### src/rtl/mem_arbiter.sv
// Two-port cache-line arbiter: shares one physical-memory port between the
// instruction and data caches, alternating grants when both sides request together.
module mem_arbiter #(
  parameter int LINE_WIDTH  = 256,
  parameter int OFFSET_BITS = 5
) (
  input  logic                  clk,
  input  logic                  rst,
  input  logic                  i_read,
  input  logic [31:0]           i_addr,
  output logic [LINE_WIDTH-1:0] i_rdata,
  output logic                  i_resp,
  input  logic                  d_read,
  input  logic                  d_write,
  input  logic [31:0]           d_addr,
  input  logic [LINE_WIDTH-1:0] d_wdata,
  output logic [LINE_WIDTH-1:0] d_rdata,
  output logic                  d_resp,
  output logic                  pmem_read,
  output logic                  pmem_write,
  output logic [31:0]           pmem_addr,
  output logic [LINE_WIDTH-1:0] pmem_wdata,
  input  logic [LINE_WIDTH-1:0] pmem_rdata,
  input  logic                  pmem_resp
);

  typedef enum logic [1:0] {IDLE, SERVE_I, SERVE_D, DONE} state_t;

  state_t state;
  logic   last_grant;
  logic   d_req;
  logic   grant_d;
  logic [31:0] i_line_addr;
  logic [31:0] d_line_addr;
  logic [2*OFFSET_BITS-1:0] unused_offset;

  assign i_line_addr   = {i_addr[31:OFFSET_BITS], {OFFSET_BITS{1'b0}}};
  assign d_line_addr   = {d_addr[31:OFFSET_BITS], {OFFSET_BITS{1'b0}}};
  assign unused_offset = {i_addr[OFFSET_BITS-1:0], d_addr[OFFSET_BITS-1:0]};

  // last_grant is 1 after a D grant; on a tie the side not granted last wins
  always_comb begin
    d_req   = d_read | d_write;
    grant_d = d_req & (~i_read | ~last_grant);
  end

  always_ff @(posedge clk) begin
    if (!rst) begin
      state      <= IDLE;
      last_grant <= 1'b0;
      pmem_read  <= 1'b0;
      pmem_write <= 1'b0;
      pmem_addr  <= '0;
      pmem_wdata <= '0;
      i_rdata    <= '0;
      d_rdata    <= '0;
      i_resp     <= 1'b0;
      d_resp     <= 1'b0;
    end else begin
      case (state)
        IDLE: begin
          if (grant_d) begin
            state      <= SERVE_D;
            last_grant <= 1'b1;
            pmem_addr  <= d_line_addr;
            pmem_wdata <= d_wdata;
            pmem_write <= d_write;
            pmem_read  <= ~d_write;
          end else if (i_read) begin
            state      <= SERVE_I;
            last_grant <= 1'b0;
            pmem_addr  <= i_line_addr;
            pmem_read  <= 1'b1;
            pmem_write <= 1'b0;
          end
        end
        SERVE_I: begin
          if (pmem_resp) begin
            state     <= DONE;
            pmem_read <= 1'b0;
            i_rdata   <= pmem_rdata;
            i_resp    <= 1'b1;
          end
        end
        SERVE_D: begin
          // the held pmem_read flag doubles as the latched operation type
          if (pmem_resp) begin
            state      <= DONE;
            pmem_read  <= 1'b0;
            pmem_write <= 1'b0;
            if (pmem_read) begin
              d_rdata <= pmem_rdata;
            end
            d_resp <= 1'b1;
          end
        end
        DONE: begin
          state  <= IDLE;
          i_resp <= 1'b0;
          d_resp <= 1'b0;
        end
        default: state <= IDLE;
      endcase
    end
  end

endmodule

### config.mk
export PLATFORM = sky130hd
export DESIGN_NAME = mem_arbiter
export DESIGN_NICKNAME = d
export VERILOG_FILES = /design/src/rtl/mem_arbiter.sv
export SDC_FILE = /design/constraint.sdc
export NUM_CORES = 2
export LEC_CHECK = 0
export CORE_AREA = 2 2 545 547
export CTS_BUF_LIST = sky130_fd_sc_hd__clkbuf_4
export CTS_CLUSTER_DIAMETER = 80
export DETAILED_ROUTE_END_ITERATION = 10
export DIE_AREA = 0 0 547 549
export GPL_ROUTABILITY_DRIVEN = 0
export SLEW_MARGIN = 5
export SYNTH_ARGS = -nofsm -noshare
export SYNTH_HDL_FRONTEND = slang
export SYNTH_SLANG_ARGS = --single-unit
### constraint.sdc
create_clock -name clk -period 2.1 [get_ports clk]
set_input_delay 0.42 -clock clk [delete_from_list [all_inputs] [get_ports clk]]
set_output_delay 0.42 -clock clk [all_outputs]
set_load 0.005 [all_outputs]
==> key figures <==
Critical path
  • Crit path from: rst
  • Crit path kind: in -> reg
  • Critical Path Start Type: input port
  • CP Capture Type: flop
  • CP max FO: 29
  • Worst Path Arrival: 3.24 ns
  • CP Data Required Time: 3.10 ns
  • Worst reg2reg path startpoint: state[0]

Global routing
  • Gr usage total: 13.5%
  • Vias in the first global route: 34500
  • GRT Residual Overflow: 0
  • Initial antenna violation count: 203
  • Largest net degree at the start of global routing: 89
  • Global-route wire length before repair: 283000 µm

Floorplan
  • Die width: 547 µm
  • Die height: 549 µm
  • Starting Density: 9.69%
  • Row count: 200
  • Core area: 0.295 mm²
  • I/O pin total: 1386
  • Die area: 0.300 mm²

Route
  • Vias: 35900
  • 1st-pass router iterations: 6
  • Via/cell ratio: 3.62
  • DRT Wirelength: 215000 µm
  • DRC errors left: 0
  • Final ANT Viol Nets: 0
  • Initial DRC count: 2732
  • Routed len/inst: 21.7 µm

STA
  • Fin crit share: 106%
  • Fmax: 447 MHz
  • Final setup viols: 521
  • Layout Skew: 0.207 ns
  • Post-route setup slack: -0.136 ns
  • Min cycle time layout: 2.24 ns
  • Max-Slew Margin vs Limit: 62.1%
  • Fin Hold WS: 0.277 ns
  • Final hold vios: 0
  • RSZ-0062 raised after global routing: yes
  • Slew Viols, Final: 0
  • Least-Margin Pin Slew: 0.569 ns

Yosys
  • Synth top area cells: dfxtp_1 (56%), nand2_1 (14%), a21oi_1 (14%), o21ai_0 (5.0%), nand3_1 (4.5%)
  • #FFs+latches synth: 802
  • Post-Synthesis Cells: 3599
  • Syn Std Cell Area: 0.0286 mm²
  • Post-synthesis xor/xnor area fraction: 0%
  • Post-synthesis simple-gate area fraction: 19.0%
  • Largest family of logic cells by synthesized area: compound AO/OA/AOI/OAI gates
  • Yosys warning count: 0
  • Yosys cell types: 32
  • Top cell type by total area after synthesis: dfxtp_1
  • Post-synthesis compound-gate area fraction: 19.5%
  • Post-synthesis sequential area ratio: 56.2%
  • Average cell area after synthesis: 7.94 µm²
  • Synth Area in Adders: 0.219%
  • Top cell type's share of synthesized area: 56.2%
  • Multiplexer share of the synthesized area: 0.0700%

Final layout
  • Fillers: 32600
  • Fin util: 20.0%
  • Non-Filler Cell Area, Final: 0.0591 mm²
  • Final nets: 6307
  • Commonest non-fill, non-tap cell in the layout: nand2_1
  • Layout cells sized above 1: 38.1%
  • Commonest cells after routing, fill and taps aside: nand2_1 (1080), a21oi_1 (773), dfxtp_2 (760)
  • Synth-to-Final Area Change: 107%

Clock tree
  • H-tree levels: 4
  • Clk_lat worst skew: 1.29 ns
  • CTS Buf Count: 227
  • Root Driver: clkbuf_4
  • CTS tree: built
  • Maximum clock path buffer count: 4
  • Sink Count: 802
  • CTS clk-pin slew, worst paths: 0.06 ns

Power and ir drop
  • Cell internal pwr: 0.0348 W
  • Part of the power in registers: 36.4%
  • Part of the power in combinational logic: 35.5%
  • P per Cell Area: 919 mW/mm²
  • Peak VDD IR: 0.701 mV
  • Leakage: 22.2 nW
  • Switching power share of the total: 35.9%
  • Power, Total: 0.0543 W
  • Clock network power share: 28.1%
  • Net Switching: 0.0195 W

Place
  • Setup WS pre-CTS: -0.105 ns
  • Port bufs: 1370
  • Dpl hpwl: 172000 µm
  • Placed cell area: 0.0482 mm²

Flow run
  • Max capacitance violation total: 0

Outcome
  • Status: complete, but fails checks
  • Failing checks: negative setup slack

Hold path
  • HP Class: in -> reg
  • HP Start: d_wdata[184]
## worst max-delay path, stage by stage
cell	delay [ns]
dlygate4sd3_1	0.53
dlygate4sd3_1	0.56
buf_2	0.13
dlygate4sd3_1	0.57
bufinv_16	0.31
buf_12	0.24
buf_4	0.27
a21oi_1	0.06
## metrics by stage
stage	instances	setup TNS, ns
after CTS	9780	-173.19
after global routing	9860	-143.19
after detailed placement	8775	-10.08
after global placement	8775	-4.02
after floorplan	3603	0
final	9905	-27.19
## power groups by stage
stage	Sequential (W)	Clock (W)	Combinational (W)
after floorplan	0.0190	0	0.00637
after global placement	0.0191	0	0.0177
after detailed placement	0.0191	0	0.0176
after CTS	0.0196	0.0159	0.0189
after global routing	0.0200	0.0166	0.0206
final	0.0198	0.0153	0.0193
## worst paths after layout
kind | endpoint | cells after the start | slack, ns
worst min-delay path | pmem_wdata[184] | 4 | 0.28
worst max register to register | pmem_wdata[126] | 6 | 0.06
worst min register to register | d_rdata[102] | 2 | 0.45
worst max-delay path | i_rdata[170] | 8 | -0.14
## routing by layer
metal	wire length [µm]	track usage, %
met1	84200	15.4
met2	95300	21.4
met3	25800	6.78
met4	8890	4.88
met5	1030	0.253
## registers in the layout, indices dropped and copies added (netlist names)
signal,cells
d_rdata,256
d_resp,1
i_rdata,256
i_resp,1
last_grant,1
pmem_addr,27
pmem_read,1
pmem_wdata,256
pmem_write,1
state,2
## layout make-up
class / count / area, µm² / area share [%]
Sequential cell: 802 / 17200 / 29.0
Multi-Input combinational cell: 2462 / 11200 / 19.0
Tap cell: 3939 / 4930 / 8.34
Inverter: 5 / 52.6 / 0.0890
Clock buffer: 347 / 2610 / 4.41
Antenna cell: 74 / 185 / 0.314
Clock inverter: 54 / 313 / 0.530
Timing Repair Buffer: 2222 / 22600 / 38.3
## Yosys cell counts
library cell	count
buf_2	100
a2bb2oi_2	1
a21boi_0	2
mux2i_1	2
nor4b_2	1
o311a_1	1
and3_1	1
nand4bb_1	1
conb_1	1
or3b_2	1
nor3b_1	1
inv_1	3
nand2b_1	2
inv_2	2
o31a_1	2
ha_1	5
a21oi_1	773
nor2b_1	2
nor2_1	2
o2bb2ai_2	1
clkbuf_1	222
nand2_1	1081
a2111oi_0	1
o21ai_0	288
buf_1	7
a31oi_1	27
buf_4	5
nand3_1	258
dfxtp_1	802
o21a_1	2
a211o_1	1
and2_1	1
## cells by family (layout without fill, tap and decap cells)
logic type	after synthesis	after routing
AOI/OAI and AO/OA	1099	1099
adders and majority gates	5	5
buffers and inverters	339	2628
DFF	802	802
muxes	2	2
other	1	79
and+or+nand+nor	1351	1351
## what timing repair did
item / in CTS / in global routing
cloned: 0 / 1
setup endpoints to repair: 799 / 893
hold buffers: 587 / 0
hold endpoints to repair: 802 / 0
gates resized for setup: 4778 / 91
setup buffers: 17 / 50
(Power assumes the default switching activity.)
